$ cat src/rtl/spi_master_ctrl.sv
// SPI master: one 8-bit full-duplex transfer per start, IDLE->SETUP->SHIFT->HOLD->GAP.
// Define SPI_MSB_FIRST_EN to shift MSB first; LSB first otherwise.
module spi_master_ctrl #(
  parameter int CLK_DIV = 4,
  parameter int NUM_CS  = 4,
  parameter int CS_W    = 2
) (
  input  logic              clk,
  input  logic              reset,
  input  logic              start,
  input  logic              cpol,
  input  logic              cpha,
  input  logic [CS_W-1:0]   cs_sel,
  input  logic [7:0]        tx_data,
  output logic [7:0]        rx_data,
  output logic              busy,
  output logic              done,
  output logic              sclk,
  output logic [NUM_CS-1:0] cs,
  output logic              load,
  output logic              check1,
  output logic              MOSI,
  input  logic              MISO
);

  localparam int DIV_W = (CLK_DIV > 1) ? $clog2(CLK_DIV) : 1;

  typedef enum logic [2:0] {IDLE, SETUP, SHIFT, HOLD, GAP} state_t;

  state_t            state_q;
  logic [DIV_W-1:0]  div_q;
  logic [3:0]        edge_q;
  logic              cpol_q, cpha_q;
  logic [7:0]        tx_q, rx_sr_q, rx_q;
  logic              sclk_q, busy_q, done_q, load_q, check1_q, mosi_q;
  logic [NUM_CS-1:0] cs_q;

  logic [NUM_CS-1:0] sel_mask;
  logic              div_last;
  logic [2:0]        smp_idx, drv_idx;

  // Maps the k-th transferred bit to its position in the byte.
  function automatic logic [2:0] bit_pos(input logic [2:0] k);
`ifdef SPI_MSB_FIRST_EN
    return 3'd7 - k;
`else
    return k;
`endif
  endfunction

  // Out-of-range cs_sel leaves every chip select high.
  always_comb begin
    sel_mask = '1;
    for (int i = 0; i < NUM_CS; i++)
      if (cs_sel == CS_W'(i)) sel_mask[i] = 1'b0;
  end

  assign div_last = (div_q == DIV_W'(CLK_DIV - 1));
  assign smp_idx  = edge_q[3:1];
  // cpha=0 drives bit k+1 on trailing edge 2k+1; cpha=1 drives bit k on leading edge 2k.
  assign drv_idx  = edge_q[3:1] + {2'b00, ~cpha_q};

  always_ff @(posedge clk or negedge reset) begin
    if (!reset) begin
      state_q  <= IDLE;
      div_q    <= '0;
      edge_q   <= '0;
      cpol_q   <= 1'b0;
      cpha_q   <= 1'b0;
      tx_q     <= '0;
      rx_sr_q  <= '0;
      rx_q     <= '0;
      sclk_q   <= 1'b0;
      busy_q   <= 1'b0;
      done_q   <= 1'b0;
      load_q   <= 1'b0;
      check1_q <= 1'b0;
      mosi_q   <= 1'b0;
      cs_q     <= '1;
    end else begin
      done_q <= 1'b0;
      load_q <= 1'b0;
      case (state_q)
        IDLE: begin
          sclk_q <= cpol_q;
          if (start) begin
            cpol_q   <= cpol;
            cpha_q   <= cpha;
            tx_q     <= tx_data;
            cs_q     <= sel_mask;
            check1_q <= 1'b1;
            busy_q   <= 1'b1;
            sclk_q   <= cpol;
            mosi_q   <= cpha ? 1'b0 : tx_data[bit_pos(3'd0)];
            div_q    <= '0;
            edge_q   <= '0;
            state_q  <= SETUP;
          end
        end
        SETUP: begin
          div_q <= div_last ? '0 : div_q + 1'b1;
          if (div_q == '0) load_q <= 1'b1;
          if (div_last) state_q <= SHIFT;
        end
        SHIFT: begin
          div_q <= div_last ? '0 : div_q + 1'b1;
          if (div_last) begin
            sclk_q <= ~sclk_q;
            edge_q <= edge_q + 4'd1;
            if (edge_q[0] == cpha_q)
              rx_sr_q[bit_pos(smp_idx)] <= MISO;
            else if (cpha_q || edge_q != 4'd15)
              mosi_q <= tx_q[bit_pos(drv_idx)];
            if (edge_q == 4'd15) state_q <= HOLD;
          end
        end
        HOLD: begin
          div_q <= div_last ? '0 : div_q + 1'b1;
          if (div_last) begin
            cs_q     <= '1;
            check1_q <= 1'b0;
            state_q  <= GAP;
          end
        end
        GAP: begin
          div_q <= div_last ? '0 : div_q + 1'b1;
          if (div_last) begin
            rx_q    <= rx_sr_q;
            done_q  <= 1'b1;
            busy_q  <= 1'b0;
            state_q <= IDLE;
          end
        end
        default: state_q <= IDLE;
      endcase
    end
  end

  assign rx_data = rx_q;
  assign busy    = busy_q;
  assign done    = done_q;
  assign sclk    = sclk_q;
  assign cs      = cs_q;
  assign load    = load_q;
  assign check1  = check1_q;
  assign MOSI    = mosi_q;

endmodule

$ cat config.mk
export PLATFORM = sky130hd
export DESIGN_NAME = spi_master_ctrl
export DESIGN_NICKNAME = d
export VERILOG_FILES = /design/src/rtl/spi_master_ctrl.sv
export SDC_FILE = /design/constraint.sdc
export NUM_CORES = 1
export LEC_CHECK = 0
export ABC_AREA = 1
export ABC_CLOCK_PERIOD_IN_PS = 3110
export CAP_MARGIN = 10
export CORE_MARGIN = 5
export CORE_UTILIZATION = 57
export DETAILED_ROUTE_END_ITERATION = 7
export GPL_TIMING_DRIVEN = 0
export PLACE_DENSITY = 0.84
export SYNTH_ARGS = -nofsm -noshare
export SYNTH_HDL_FRONTEND = slang
export SYNTH_SLANG_ARGS = --single-unit
$ cat constraint.sdc
create_clock -name clk -period 3.11 [get_ports clk]
set_input_delay 0.622 -clock clk [delete_from_list [all_inputs] [get_ports clk]]
set_output_delay 0.622 -clock clk [all_outputs]
set_load 0.005 [all_outputs]
==> impl_results.md <==
- Outcome: completed
- Unrepaired setup endpoints after global routing: no
- Site row count: 22
- Post-detailed-routing wire length: 3941 um
- Via density: 4.951
- CP required: 2.49 ns
- Crit path DAT: 1.33 ns
- Cell family with most CP delay: flip-flops
- CP max stage cell: dfstp_2
- CP max stage delay: 0.54 ns
- PwrDens: 818.8 nW/um^2
- Largest net degree at the start of global routing: 34
- Drt initial violations: 79
- Area growth syn-to-layout: 22.64%
- Reg-to-reg setup timing slack: 1.55 ns
- Clock skew: 0.004806 ns
- Syn_area_per_cell: 8.690 sq um
- Hold Path Class: in2async
- R2r endpoint: MOSI
- Vias in the first global route: 1700
- Syn. warnings: 0
- Yosys reg bits: 45
- Cts hold-fix bufs: 0
- Final hold violations: 0
- Syn Nets: 276
- RD Place Congestion: 0.8533
- Leftover overflow at the end of global routing: 0
- Core ar.: 3716 sq um
- Wire per inst: between 10 and 15 um
- DR pass1 iterations: 4
- Post-route DRC: 0
- CP bufs+invs: 1
- Finished Layout Cells: 345
- DP Cell Count: ~340
- DP HPWL: ~3000 um
- Initial Util: 0.5963
- Final Setup Violations: 0
- Max Clk Rate: slightly above 500 MHz
- H-tree Lvls: 2
- Layout Nets: around 320
- Fin Setup TNS: 0 ns
- Crit path max fanout: 2
- Post-cts sizing count: 0
- Clock sinks: 45
- CP startpoint kind: flop
- Post-synth cell types: 26
- Worst Setup End Kind: primary output
- Worst reg2reg path depth: 8
- Via count: 1708
- Die Ht: about 72 um
- Post-Syn Area: 2216 sq um
- Final Critical Period: around 2 ns
- Port Buffers: 33
- Clk slew on worst S/H paths: 0.09 ns
- I/O pin total: 34
- Setup CP Type: reg2out
- Die extent in x: 72.35 um
- Cells along the critical path: clkdlybuf4s50_1
- TritonCTS clock tree: yes
- Maxcap violations: 0
- Final ANT Viol Nets: 0
- Cells after Synth: around 260
- Die ar.: 5235 sq um
- Clk buf depth: 2
- Setup bufs post-CTS: 0
- Layout cells sized above 1: 0.1549
- CTS Buf Count: 5
- Max-Slew Margin vs Limit: 0.7900
- P_leak: 1.351 nW
- VDD IR max: 476.7 uV
- Ant diodes: 0
- First-pass GRT wire length: 6948 um
- Tot GR Track Use: 0.1693
- Root Driver: clkbuf_8
- Final worst-path cycle share: 0.6289
- Max Slew Vio Count: 0
- Reg-to-Reg Start: edge_q[1]
- Worst skew pair latency: roughly 0.30 ns
- Seq/Total Area, Yosys: 0.5104
- Slew @ Worst Pin: 0.3150 ns
- Initial antenna violation count: 0
-- synthesized netlist by cell type (all sizes together) --
library cell,number,area share
dfstp,4,0.047
ha,5,0.028
a22o,1,0.0040
nand4,1,0.0028
o21ai,23,0.052
mux2i,1,0.0045
nand2,90,0.17
nor3,3,0.0068
nand3,18,0.053
nor2,27,0.079
xor2,1,0.0040
a21oi,7,0.021
dfrtp,41,0.46
inv,31,0.055
buf,2,0.010
-- cells by family after synthesis --
| kind of cell | after synthesis | share of synthesized area |
|---|---|---|
| flip-flops | 45 | 0.5104 |
| adder cells (fa/ha/maj) | 5 | 0.02823 |
| buffers and inverters | 33 | 0.06494 |
| AND/OR/NAND/NOR | 139 | 0.3111 |
| XOR/XNOR | 1 | 0.003953 |
| AO/OA/AOI/OAI | 31 | 0.07680 |
| multiplexers | 1 | 0.004517 |
-- power by group --
| part | total, mW | switching (mW) | internal (mW) |
|---|---|---|---|
| combinational | 0.947 | 0.535 | 0.412 |
| sequential | 0.897 | 0.112 | 0.785 |
| clock | 0.381 | 0.201 | 0.180 |
-- worst max-delay path by stage --
| stage | start | endpoint | slack, ns | cells after the start |
|---|---|---|---|---|
| floorplan | edge_q[1] | MOSI | 1.71 | 8 |
| global placement | reset | tx_q[4] | 0.29 | 1 |
| detailed placement | start | MOSI | 1.21 | 8 |
| CTS | cs[0] | cs[0] | 1.14 | 1 |
| global route | cs[0] | cs[0] | 1.10 | 1 |
| finish | cs[3] | cs[3] | 1.15 | 1 |
-- routing by layer --
layer,global-route usage,part of all wire
met4,0.07724,0.020
met2,0.2821,0.46
met5,0,0
met1,0.2046,0.46
met3,0.04432,0.053
-- layout make-up --
cell class	instances	area [sq um]
tap	48	60.06
multi-input combinational	177	940.9
sequential	45	1131
timing repair buffer	34	345.3
clock buffer	6	82.58
clock inverter	2	13.76
fill	281	998.5
buffer	2	22.52
inverter	31	121.4
-- registers in the layout, summed over array words and instances (netlist names) --
register,cells
cpol_q,1
tx_q,8
div_q,2
rx_sr_q,8
sclk,1
edge_q,4
rx_data,8
state_q,3
MOSI,1
cs,4
cpha_q,1
busy,1
check1,1
done,1
load,1
-- layout by cell type (no fill, tap or decap), types with 3 or more instances in the layout --
master           netlist  final
inv_1                 25     25
a21oi_1                4      4
a21oi_2                3      3
o21ai_0               10     10
nand2_4                4      4
dfrtp_1               41     41
nor3_1                 3      3
nor2_1                17     17
ha_1                   5      5
clkdlybuf4s50_1        0     32
o21ai_1               13     13
nand2_1               83     83
nor2_4                 7      7
dfstp_2                4      4
nand3_1               14     14
nand2_2                3      3
clkbuf_8               0      6
inv_2                  5      5
nand3_2                3      3
-- metrics by stage --
step / setup slack (ns) / power (mW) / area (sq um) / hold slack, ns / utilization
floorplan: 1.714 / 1.548 / 2216 / 0.3264 / -
global placement: 0.2861 / 1.828 / 2606 / 0.4522 / 0.7013
detailed placement: 1.208 / 1.861 / 2621 / 0.4583 / 0.7054
CTS: 1.135 / 2.250 / 2718 / 0.1949 / 0.7313
global route: 1.099 / 2.397 / 2718 / 0.2023 / 0.7313
finish: 1.154 / 2.225 / 2718 / 0.1992 / 0.7313
Note: power is estimated with default switching activity, not from simulation.
